**src/rtl/ex_mem_skid_buff_pkg.sv**
```systemverilog
// ex_mem_skid_buff_pkg: default field widths and the packed EX/MEM payload layout.
// Revision: 1.0
`default_nettype none

package ex_mem_skid_buff_pkg;

  localparam int WB_SIZE   = 4;
  localparam int MEM_SIZE  = 6;
  localparam int FLAG_SIZE = 4;
  localparam int DATA_W    = 16;
  localparam int PC_W      = 32;
  localparam int RDST_W    = 3;

  // Field order matches the flattened vector used inside the buffer (WB at the MSBs).
  typedef struct packed {
    logic [WB_SIZE-1:0]   wb;
    logic [MEM_SIZE-1:0]  mem;
    logic [PC_W-1:0]      pc;
    logic [RDST_W-1:0]    rdst;
    logic [DATA_W-1:0]    alu;
    logic [DATA_W-1:0]    read_data1;
    logic [FLAG_SIZE-1:0] flag;
  } ex_mem_payload_t;

  localparam int PAYLOAD_W = $bits(ex_mem_payload_t);

endpackage

`default_nettype wire

```
**src/rtl/ex_mem_skid_buff_pipe_entry_reg.sv**
```systemverilog
// pipe_entry_reg: one payload register with valid bit; kill beats load beats clear.
// Revision: 1.0
`default_nettype none

module pipe_entry_reg #(
  parameter int           W         = 8,
  parameter logic [W-1:0] KILL_MASK = '0
) (
  input  logic         clk,
  input  logic         rst,
  input  logic         i_load,
  input  logic [W-1:0] i_data,
  input  logic         i_clear,
  input  logic         i_kill,
  output logic         o_valid,
  output logic [W-1:0] o_data
);

  logic         r_valid;
  logic [W-1:0] r_data;

  // Kill zeroes the masked control bits so a dropped entry cannot trigger writes.
  always_ff @(posedge clk or negedge rst) begin
    if (!rst) begin
      r_valid <= 1'b0;
      r_data  <= '0;
    end else if (i_kill) begin
      r_valid <= 1'b0;
      r_data  <= r_data & ~KILL_MASK;
    end else if (i_load) begin
      r_valid <= 1'b1;
      r_data  <= i_data;
    end else if (i_clear) begin
      r_valid <= 1'b0;
    end
  end

  assign o_valid = r_valid;
  assign o_data  = r_data;

endmodule

`default_nettype wire

```
**src/rtl/ex_mem_skid_buff.sv**
```systemverilog
// ex_mem_skid_buff: two-entry EX/MEM skid buffer with registered ready and flush.
// Optional stall counter on o_stall_cnt when EX_MEM_STALL_CNT_EN is defined.  Revision: 1.0
`default_nettype none

module ex_mem_skid_buff
  import ex_mem_skid_buff_pkg::*;
#(
  parameter int WB_SIZE   = ex_mem_skid_buff_pkg::WB_SIZE,
  parameter int MEM_SIZE  = ex_mem_skid_buff_pkg::MEM_SIZE,
  parameter int FLAG_SIZE = ex_mem_skid_buff_pkg::FLAG_SIZE,
  parameter int DATA_W    = ex_mem_skid_buff_pkg::DATA_W,
  parameter int PC_W      = ex_mem_skid_buff_pkg::PC_W,
  parameter int RDST_W    = ex_mem_skid_buff_pkg::RDST_W
) (
  input  logic                 clk,
  input  logic                 rst,
  input  logic                 i_valid,
  output logic                 o_ready,
  input  logic                 i_flush,
  input  logic [WB_SIZE-1:0]   i_WB,
  input  logic [MEM_SIZE-1:0]  i_Mem,
  input  logic [PC_W-1:0]      i_pc,
  input  logic [RDST_W-1:0]    i_Rdst,
  input  logic [DATA_W-1:0]    i_alu,
  input  logic [DATA_W-1:0]    i_read_data1,
  input  logic [FLAG_SIZE-1:0] i_flag,
  output logic                 o_valid,
  input  logic                 i_ready,
`ifdef EX_MEM_STALL_CNT_EN
  output logic [15:0]          o_stall_cnt,
`endif
  output logic [WB_SIZE-1:0]   o_WB,
  output logic [MEM_SIZE-1:0]  o_Mem,
  output logic [PC_W-1:0]      o_pc,
  output logic [RDST_W-1:0]    o_Rdst,
  output logic [DATA_W-1:0]    o_alu,
  output logic [DATA_W-1:0]    o_read_data1,
  output logic [FLAG_SIZE-1:0] o_flag
);

  localparam int c_pay_w  = WB_SIZE + MEM_SIZE + PC_W + RDST_W + 2*DATA_W + FLAG_SIZE;
  localparam int c_ctl_w  = WB_SIZE + MEM_SIZE;
  localparam logic [c_pay_w-1:0] c_kill_mask = {{c_ctl_w{1'b1}}, {(c_pay_w-c_ctl_w){1'b0}}};

  logic [c_pay_w-1:0] w_in_data;
  logic [c_pay_w-1:0] w_main_data;
  logic [c_pay_w-1:0] w_skid_data;
  logic [c_pay_w-1:0] w_main_next;
  logic               w_main_valid;
  logic               w_skid_valid;
  logic               w_accept;
  logic               w_xfer;
  logic               w_main_load;
  logic               w_main_clear;
  logic               w_skid_load;
  logic               w_skid_clear;

  assign w_in_data = {i_WB, i_Mem, i_pc, i_Rdst, i_alu, i_read_data1, i_flag};

  assign o_ready  = ~w_skid_valid;
  assign o_valid  = w_main_valid;
  assign w_accept = i_valid & o_ready & ~i_flush;
  assign w_xfer   = w_main_valid & i_ready;

  // A valid skid always refills main on transfer; o_ready is low so no input competes.
  assign w_main_next  = w_skid_valid ? w_skid_data : w_in_data;
  assign w_main_load  = (w_xfer & w_skid_valid) | (w_accept & (~w_main_valid | w_xfer));
  assign w_main_clear = w_xfer & ~w_main_load;
  assign w_skid_load  = w_accept & w_main_valid & ~w_xfer;
  assign w_skid_clear = w_xfer & w_skid_valid;

  pipe_entry_reg #(
    .W         (c_pay_w),
    .KILL_MASK (c_kill_mask)
  ) u_main (
    .clk     (clk),
    .rst     (rst),
    .i_load  (w_main_load),
    .i_data  (w_main_next),
    .i_clear (w_main_clear),
    .i_kill  (i_flush),
    .o_valid (w_main_valid),
    .o_data  (w_main_data)
  );

  pipe_entry_reg #(
    .W         (c_pay_w),
    .KILL_MASK (c_kill_mask)
  ) u_skid (
    .clk     (clk),
    .rst     (rst),
    .i_load  (w_skid_load),
    .i_data  (w_in_data),
    .i_clear (w_skid_clear),
    .i_kill  (i_flush),
    .o_valid (w_skid_valid),
    .o_data  (w_skid_data)
  );

  assign {o_WB, o_Mem, o_pc, o_Rdst, o_alu, o_read_data1, o_flag} = w_main_data;

`ifdef EX_MEM_STALL_CNT_EN
  logic [15:0] r_stall_cnt;

  // Flush does not clear the counter; only reset does.
  always_ff @(posedge clk or negedge rst) begin
    if (!rst) begin
      r_stall_cnt <= 16'h0000;
    end else if (w_main_valid && !i_ready && (r_stall_cnt != 16'hFFFF)) begin
      r_stall_cnt <= r_stall_cnt + 16'h0001;
    end
  end

  assign o_stall_cnt = r_stall_cnt;
`endif

endmodule

`default_nettype wire
```
**config.mk**
```make
export PLATFORM = sky130hd
export DESIGN_NAME = ex_mem_skid_buff
export DESIGN_NICKNAME = d
export VERILOG_FILES = /design/src/rtl/ex_mem_skid_buff_pkg.sv /design/src/rtl/ex_mem_skid_buff_pipe_entry_reg.sv /design/src/rtl/ex_mem_skid_buff.sv
export SDC_FILE = /design/constraint.sdc
export NUM_CORES = 1
export LEC_CHECK = 0
export CAP_MARGIN = 15
export CORE_ASPECT_RATIO = 1.4
export CORE_MARGIN = 5
export CORE_UTILIZATION = 45
export DETAILED_ROUTE_END_ITERATION = 10
export PLACE_DENSITY = 0.73
export SLEW_MARGIN = 10
export SYNTH_ARGS = -nofsm -noshare
export SYNTH_HDL_FRONTEND = slang
export SYNTH_SLANG_ARGS = --single-unit
```
**constraint.sdc**
```tcl
create_clock -name clk -period 4.2 [get_ports clk]
set_input_delay 0.84 -clock clk [delete_from_list [all_inputs] [get_ports clk]]
set_output_delay 0.84 -clock clk [all_outputs]
set_load 0.03 [all_outputs]
```
==> results of run 1 <==
[worst max-delay path: cells and delay by family]
family | cells | cell delay [ns]
mux | 1 | 0.40
simple gates | 1 | 0.58
buf+inv | 2 | 1.27
[synth_stat cells (5+ instances only)]
library cell and number:
sky130_fd_sc_hd__mux2_4 10, sky130_fd_sc_hd__buf_6 8, sky130_fd_sc_hd__nor2b_1 12, sky130_fd_sc_hd__dfrtp_1 164
sky130_fd_sc_hd__mux2_1 9, sky130_fd_sc_hd__buf_4 5, sky130_fd_sc_hd__mux2_2 214, sky130_fd_sc_hd__a22o_1 10
sky130_fd_sc_hd__buf_2 11
[flip-flops by register name, indices dropped and copies added (netlist names)]
register	flops
u_main.o_valid	1
u_skid.o_valid	1
u_main.o_data	81
u_skid.o_data	81
[stage by stage]
step / cell area (um^2) / power (mW) / instances
floorplan: 7200 / 3.20 / 457
CTS: 9590 / 5.43 / 833
global placement: 9010 / 3.84 / 801
global route: 9590 / 5.62 / 834
detailed placement: 9010 / 3.90 / 801
finish: 9590 / 5.35 / 834
[worst max-delay path by stage]
| stage | startpoint | slack [ns] | cells after the start | end |
|---|---|---|---|---|
| finish | i_flush | 1.37 | 4 | u_main.o_data[22]$_DFFE_PN0P_ |
| global route | i_flush | 1.25 | 4 | u_main.o_data[22]$_DFFE_PN0P_ |
| CTS | u_skid.o_valid$_DFFE_PN0P_ | 1.33 | 2 | o_ready |
| detailed placement | i_flush | 0.93 | 4 | u_main.o_data[22]$_DFFE_PN0P_ |
| global placement | i_flush | 1.03 | 4 | u_main.o_data[21]$_DFFE_PN0P_ |
| floorplan | i_flush | 2.10 | 3 | u_skid.o_data[52]$_DFFE_PN0P_ |
[power groups by stage]
stage / combinational [mW] / clock [mW] / sequential (mW)
floorplan: 0.571 / 0 / 2.62
detailed placement: 1.61 / 0 / 2.29
global placement: 1.57 / 0 / 2.27
finish: 1.58 / 1.50 / 2.26
CTS: 1.61 / 1.55 / 2.27
global route: 1.69 / 1.61 / 2.32
[final cells by class]
class	count	area, um^2	area share
antenna	1	2.50	0.000261
clock buffer	19	453	0.0472
clock inverter	13	123	0.0128
inverter	2	7.51	0.000783
multi-input combinational	263	2890	0.302
sequential	164	4110	0.428
tap	196	245	0.0256
timing repair buffer	176	1760	0.183
[logic make-up (layout without fill, tap and decap cells)]
group                  count (synthesis)  after routing  share of synthesized area
AO/OA/AOI/OAI                         13             13                     0.0156
buffers and inverters                 30            210                     0.0285
flip-flops                           164            164                      0.570
multiplexers                         233            233                      0.370
other                                  0              1                          0
AND/OR/NAND/NOR                       17             17                     0.0158
[per-layer routing]
metal | wire (um) | vias to the layer above
met5 | 0 | -
met4 | 348 | 0
met3 | 796 | 17
met2 | 8550 | 93
met1 | 6040 | 2195
li1 | - | 1988
==> reports/qor.txt, run 1 <==
====================================================================================
DRC violations left ...................................................            0
Core area .............................................................  15,700 um^2
Cell variety after synth ..............................................           19
Inserted Clock Buffers ................................................           17
Main flop type after synthesis ........................................ sky130_fd_sc_hd__dfrtp_1
Number of buffers inserted for hold repair after clock tree synthesis .            0
Num ports .............................................................          169
Share of async-settable or async-resettable flops after synthesis .....         1.00
Worst Path Required ...................................................      4.49 ns
Sequential element share of the synthesized area ......................        0.570
Leading cell type in the layout, fill and taps excluded ............... sky130_fd_sc_hd__mux2_2
Fraction of post-synthesis cell area in the top cell type by area .....        0.570
Full die area .........................................................  18,700 um^2
GR peak layer .........................................................         met2
Critical path's slowest cell .......................................... sky130_fd_sc_hd__clkdlybuf4s50_1
Portion of total power attributed to combinational logic ..............        0.296
PostCTS Resize Cnt ....................................................            0
Worst-case hold slack .................................................     0.464 ns
Fmax ..................................................................      354 MHz
Number of DRC violations after detailed-routing iteration 0 ...........          120
Final layout net count ................................................          710
Clk Tree Root Cell .................................................... sky130_fd_sc_hd__clkbuf_16
Count of cells along the worst register-to-register path ..............            4
Initial cell density of the core ......................................        0.459
Area Overhead vs Synth ................................................        33.2%
Headroom to the max-slew limit ........................................        0.502
Mean area per synthesized cell ........................................    15.7 um^2
Core Util, Final ......................................................        0.612
Final hold violation count ............................................            0
Critical path data arrival time .......................................      3.12 ns
HP Class .............................................................. input pin to asynchronous set/reset pin
Internal Power ........................................................      3.72 mW
Die boundary height ...................................................       160 um
Number of antenna-violating nets in the routed design .................            0
Vias post-DR ..........................................................        4,293
Number of enable flip-flop cells after synthesis ......................            0
Fraction of power consumed by sequential logic ........................        0.423
Global-route track usage on met3 ......................................       0.0466
Final Max Tran Viols ..................................................            0
Port Buffers ..........................................................          168
Wire length of the first global-routing pass ..........................    25,500 um
Origin of the critical flop-to-flop path .............................. u_skid.o_valid$_DFFE_PN0P_
Share of final-layout standard cells stronger than drive strength 1 ...        0.421
Net switching power of the design .....................................      1.63 mW
Final sum of negative setup slack .....................................         0 ns
Net switching fraction of the power ...................................        0.305
Worst R2R End ......................................................... u_main.o_data[22]$_DFFE_PN0P_
Clock Power Share .....................................................        0.280
Avg WL per Cell .......................................................      18.9 um
R2R setup slack .......................................................      1.78 ns
Post-layout worst setup margin ........................................      1.37 ns
Largest cells by area after synthesis ................................. sky130_fd_sc_hd__dfrtp_1, sky130_fd_sc_hd__mux2_2, sky130_fd_sc_hd__mux2_4, sky130_fd_sc_hd__mux2_1, sky130_fd_sc_hd__buf_6
Worst Setup Slack post-DPL ............................................     0.934 ns
Post-CTS setup-driven buffer insertion count ..........................            0
Number of storage elements in the synthesis netlist ...................          164
Horizontal extent of the die ..........................................       117 um
Placed wire-length estimate ...........................................    11,000 um
LEAKAGE ...............................................................      4.02 nW
Number of sinks driven by the clock tree ..............................          164
Via-per-instance ratio ................................................         5.15
Total global routing overflow .........................................            0
Number of H-tree levels ...............................................            4
Worst VDD drop ........................................................     0.290 mV
Combined global-route utilization of all metal layers .................        0.176
Delay of the slowest cell on the worst path ...........................      0.76 ns
Post-layout min period ................................................      2.83 ns
Setup Skew ............................................................    0.0107 ns
Cell-by-cell trace of the critical path ............................... clkdlybuf4s50_1 > nor4_2 > buf_4 > mux2_2
Clock latency on the worst-skew pair ..................................      0.42 ns
Commonest cells after routing, fill and taps aside .................... sky130_fd_sc_hd__mux2_2, sky130_fd_sc_hd__clkdlybuf4s50_1, sky130_fd_sc_hd__dfrtp_1
Pin count of the biggest net entering global routing ..................           80
Highest fanout seen on the critical path ..............................           38
Met1 global-route usage ...............................................        0.199
Unrepaired setup endpoints after global routing .......................           no
Yosys warns ...........................................................            0
Clock transition at the registers of the reported paths ...............      0.07 ns
TritonRoute pass-1 iters ..............................................            4
Crit Path Category .................................................... input pin to flop
Final weighted congestion of routability-driven global placement ......        0.740
Synth Instances .......................................................          457
Vias in the first global route ........................................        4,937
Tcrit/Tclk final ......................................................        0.673
Post-synthesis net count ..............................................          543
Standard-cell rows ....................................................           54
Max-capacitance violation count .......................................            0
CTS tree ..............................................................         done
Mapped cell area ......................................................    7200 um^2
Routed WL .............................................................    15,700 um
Cell type with the largest total area after synthesis ................. sky130_fd_sc_hd__dfrtp_1
CP Launch Type ........................................................    input pin
Total power divided by cell area ......................................  558 nW/um^2
Measured slew at the worst slew-check pin .............................     0.746 ns
Maximum buffer depth of the clock tree ................................            2
Type of element capturing the critical path ...........................         flop
Run status ............................................................ finished, final reports clean
Antenna violations before repair ......................................            1
Met2 usage in global routing ..........................................        0.311
Fill cell instance count of the final layout ..........................        1,284
Number of failing setup endpoints in the final timing report ..........            0
====================================================================================
Note: power is estimated with default switching activity, not from simulation.
==> inputs of run 2 (changes only) <==
--- a/config.mk
+++ b/config.mk
@@ -10,7 +10,7 @@
 export CORE_MARGIN = 5
 export CORE_UTILIZATION = 45
 export DETAILED_ROUTE_END_ITERATION = 10
-export PLACE_DENSITY = 0.73
+export PLACE_DENSITY = 0.76
 export SLEW_MARGIN = 10
 export SYNTH_ARGS = -nofsm -noshare
 export SYNTH_HDL_FRONTEND = slang
==> constraint.sdc (replaced) <==
create_clock -name clk -period 2.3 [get_ports clk]
set_input_delay 0.46 -clock clk [delete_from_list [all_inputs] [get_ports clk]]
set_output_delay 0.46 -clock clk [all_outputs]
set_load 0.03 [all_outputs]
==> run 2 against run 1 <==
Flip-flop and latch count did not move. Combinational power rose by 89%. Worst hold slack got worse by 0.44 ns. Sequential power rose by 82%. Critical path type is now flop to output pin.
==> reports/qor.txt, run 2 (synthesis results as in run 1) <==
====================================================================================
Antenna violations before repair ......................................            1
Worst Path Required ...................................................      1.84 ns
Met2 wire len .........................................................      8450 um
Number of sinks driven by the clock tree ..............................          164
Number of DRC violations after detailed-routing iteration 0 ...........          141
Number of antenna-violating nets in the routed design .................            0
Wire length of the first global-routing pass ..........................    25,800 um
Final hold violation count ............................................            0
TritonRoute pass-1 iters ..............................................            4
DRC violations left ...................................................            0
Unrepaired setup endpoints after global routing .......................           no
Full die area .........................................................  18,700 um^2
Core area .............................................................  15,700 um^2
Num ports .............................................................          169
Number of buffers inserted for hold repair after clock tree synthesis .            0
Clock transition at the registers of the reported paths ...............      0.06 ns
Vias in the first global route ........................................        5,020
Post-CTS setup-driven buffer insertion count ..........................            0
Fmax ..................................................................      456 MHz
Final weighted congestion of routability-driven global placement ......        0.764
Area Overhead vs Synth ................................................        35.2%
Vias post-DR ..........................................................        4,354
Worst R2R End ......................................................... u_main.o_data[54]$_DFFE_PN0P_
Highest Signal Layer ..................................................         met4
Post-DP Area ..........................................................    9180 um^2
CTS tree ..............................................................         done
LEAKAGE ...............................................................      4.07 nW
Detailed-route wire length on metal 1 .................................      6290 um
Headroom to the max-slew limit ........................................        0.609
PostCTS Resize Cnt ....................................................            0
Measured slew at the worst slew-check pin .............................     0.587 ns
Inserted Clock Buffers ................................................           17
R2R setup slack .......................................................      0.47 ns
Initial cell density of the core ......................................        0.459
Setup Skew ............................................................   0.00813 ns
Origin of the critical flop-to-flop path .............................. u_skid.o_valid$_DFFE_PN0P_
Final Max Tran Viols ..................................................            0
Post-layout min period ................................................      2.19 ns
Core Util, Final ......................................................        0.621
Via-per-instance ratio ................................................         5.18
Standard-cell rows ....................................................           54
Number of cells in the design after placement .........................          808
Run status ............................................................ finished, final reports clean
Placed wire-length estimate ...........................................    11,200 um
HP Class .............................................................. input pin to asynchronous set/reset pin
Final layout net count ................................................          717
Tcrit/Tclk final ......................................................        0.953
Worst VDD drop ........................................................     0.559 mV
Share of final-layout standard cells stronger than drive strength 1 ...        0.421
Filler-free cell count of the finished design .........................          840
Total power divided by cell area ...................................... 1000 nW/um^2
Number of failing setup endpoints in the final timing report ..........            0
CP Launch Type ........................................................         flop
Post-layout worst setup margin ........................................     0.109 ns
Number of H-tree levels ...............................................            4
Die boundary height ...................................................       160 um
Pin count of the biggest net entering global routing ..................           81
Type of element capturing the critical path ...........................   output pin
Routed wl met3 ........................................................       797 um
Max-capacitance violation count .......................................            0
Maximum buffer depth of the clock tree ................................            2
Horizontal extent of the die ..........................................       117 um
Non-Filler Cell Area, Final ...........................................    9730 um^2
Highest fanout seen on the critical path ..............................            6
Worst-case hold slack .................................................    0.0256 ns
Total global routing overflow .........................................            0
Combined global-route utilization of all metal layers .................        0.176
Port Buffers ..........................................................          168
Clk Tree Root Cell .................................................... sky130_fd_sc_hd__clkbuf_16
Critical path data arrival time .......................................      1.73 ns
Worst Setup Slack post-DPL ............................................   -0.0507 ns
Routed WL .............................................................    15,900 um
Commonest cells after routing, fill and taps aside .................... sky130_fd_sc_hd__mux2_2, sky130_fd_sc_hd__clkdlybuf4s50_1, sky130_fd_sc_hd__dfrtp_1
Crit Path Category .................................................... flop to output pin
Leading cell type in the layout, fill and taps excluded ............... sky130_fd_sc_hd__mux2_2
Clock latency on the worst-skew pair ..................................      0.41 ns
Avg WL per Cell .......................................................      18.9 um
Count of cells along the worst register-to-register path ..............            5
====================================================================================
run 2: changes by cell type in the layout (fill, tap and decap cells not counted), sizes merged:
cell      change
clkinv        -1
buf           +7
clkbuf        +4
clkinvlp      +1
inv           -5
run 2: critical path, cell delays in order, from the launching register on:
cell and delay, ns:
sky130_fd_sc_hd__dfrtp_4 0.53, sky130_fd_sc_hd__inv_1 0.09, sky130_fd_sc_hd__clkdlybuf4s50_1 0.70
run 2: how the worst max path moves through the flow:
| stage | startpoint | end | slack [ns] |
|---|---|---|---|
| after floorplan | u_main.o_valid$_DFFE_PN0P_ | u_skid.o_data[52]$_DFFE_PN0P_ | 0.43 |
| after global placement | i_ready | u_main.o_data[43]$_DFFE_PN0P_ | -0.04 |
| after detailed placement | i_ready | u_main.o_data[42]$_DFFE_PN0P_ | -0.05 |
| after CTS | u_skid.o_valid$_DFFE_PN0P_ | o_ready | 0.09 |
| after global routing | u_skid.o_valid$_DFFE_PN0P_ | o_ready | 0.07 |
| final | u_skid.o_valid$_DFFE_PN0P_ | o_ready | 0.11 |
run 2: power by group:
| part | internal, mW | switching, mW | total, mW |
|---|---|---|---|
| Clock | 1.57 | 1.09 | 2.65 |
| Combinational | 1.58 | 1.40 | 2.98 |
| Sequential | 3.69 | 0.428 | 4.12 |
| Total | 6.83 | 2.92 | 9.75 |
run 2: area by class of cell:
cell class / instances / area [um^2]
diodes: 1 / 2.50
repair buffers: 183 / 1920
fillers: 1204 / 5940
clock buffers: 23 / 478
well taps: 196 / 245
flip-flops and latches: 164 / 4110
clock inverters: 8 / 77.6
multi-input cells: 263 / 2890
inverters: 2 / 7.51
run 2: metal layers:
layer | global-route usage | up-vias
met5 | 0 | -
met4 | 0.0605 | 0
met3 | 0.0470 | 20
met2 | 0.306 | 111
met1 | 0.208 | 2226
li1 | - | 1997
run 2: stage by stage:
step                setup TNS (ns)  total power [mW]
finish                           0              9.75
global route                     0              10.2
CTS                              0              9.88
detailed placement           -2.51              7.18
global placement             -2.31              7.04
floorplan                        0              5.83
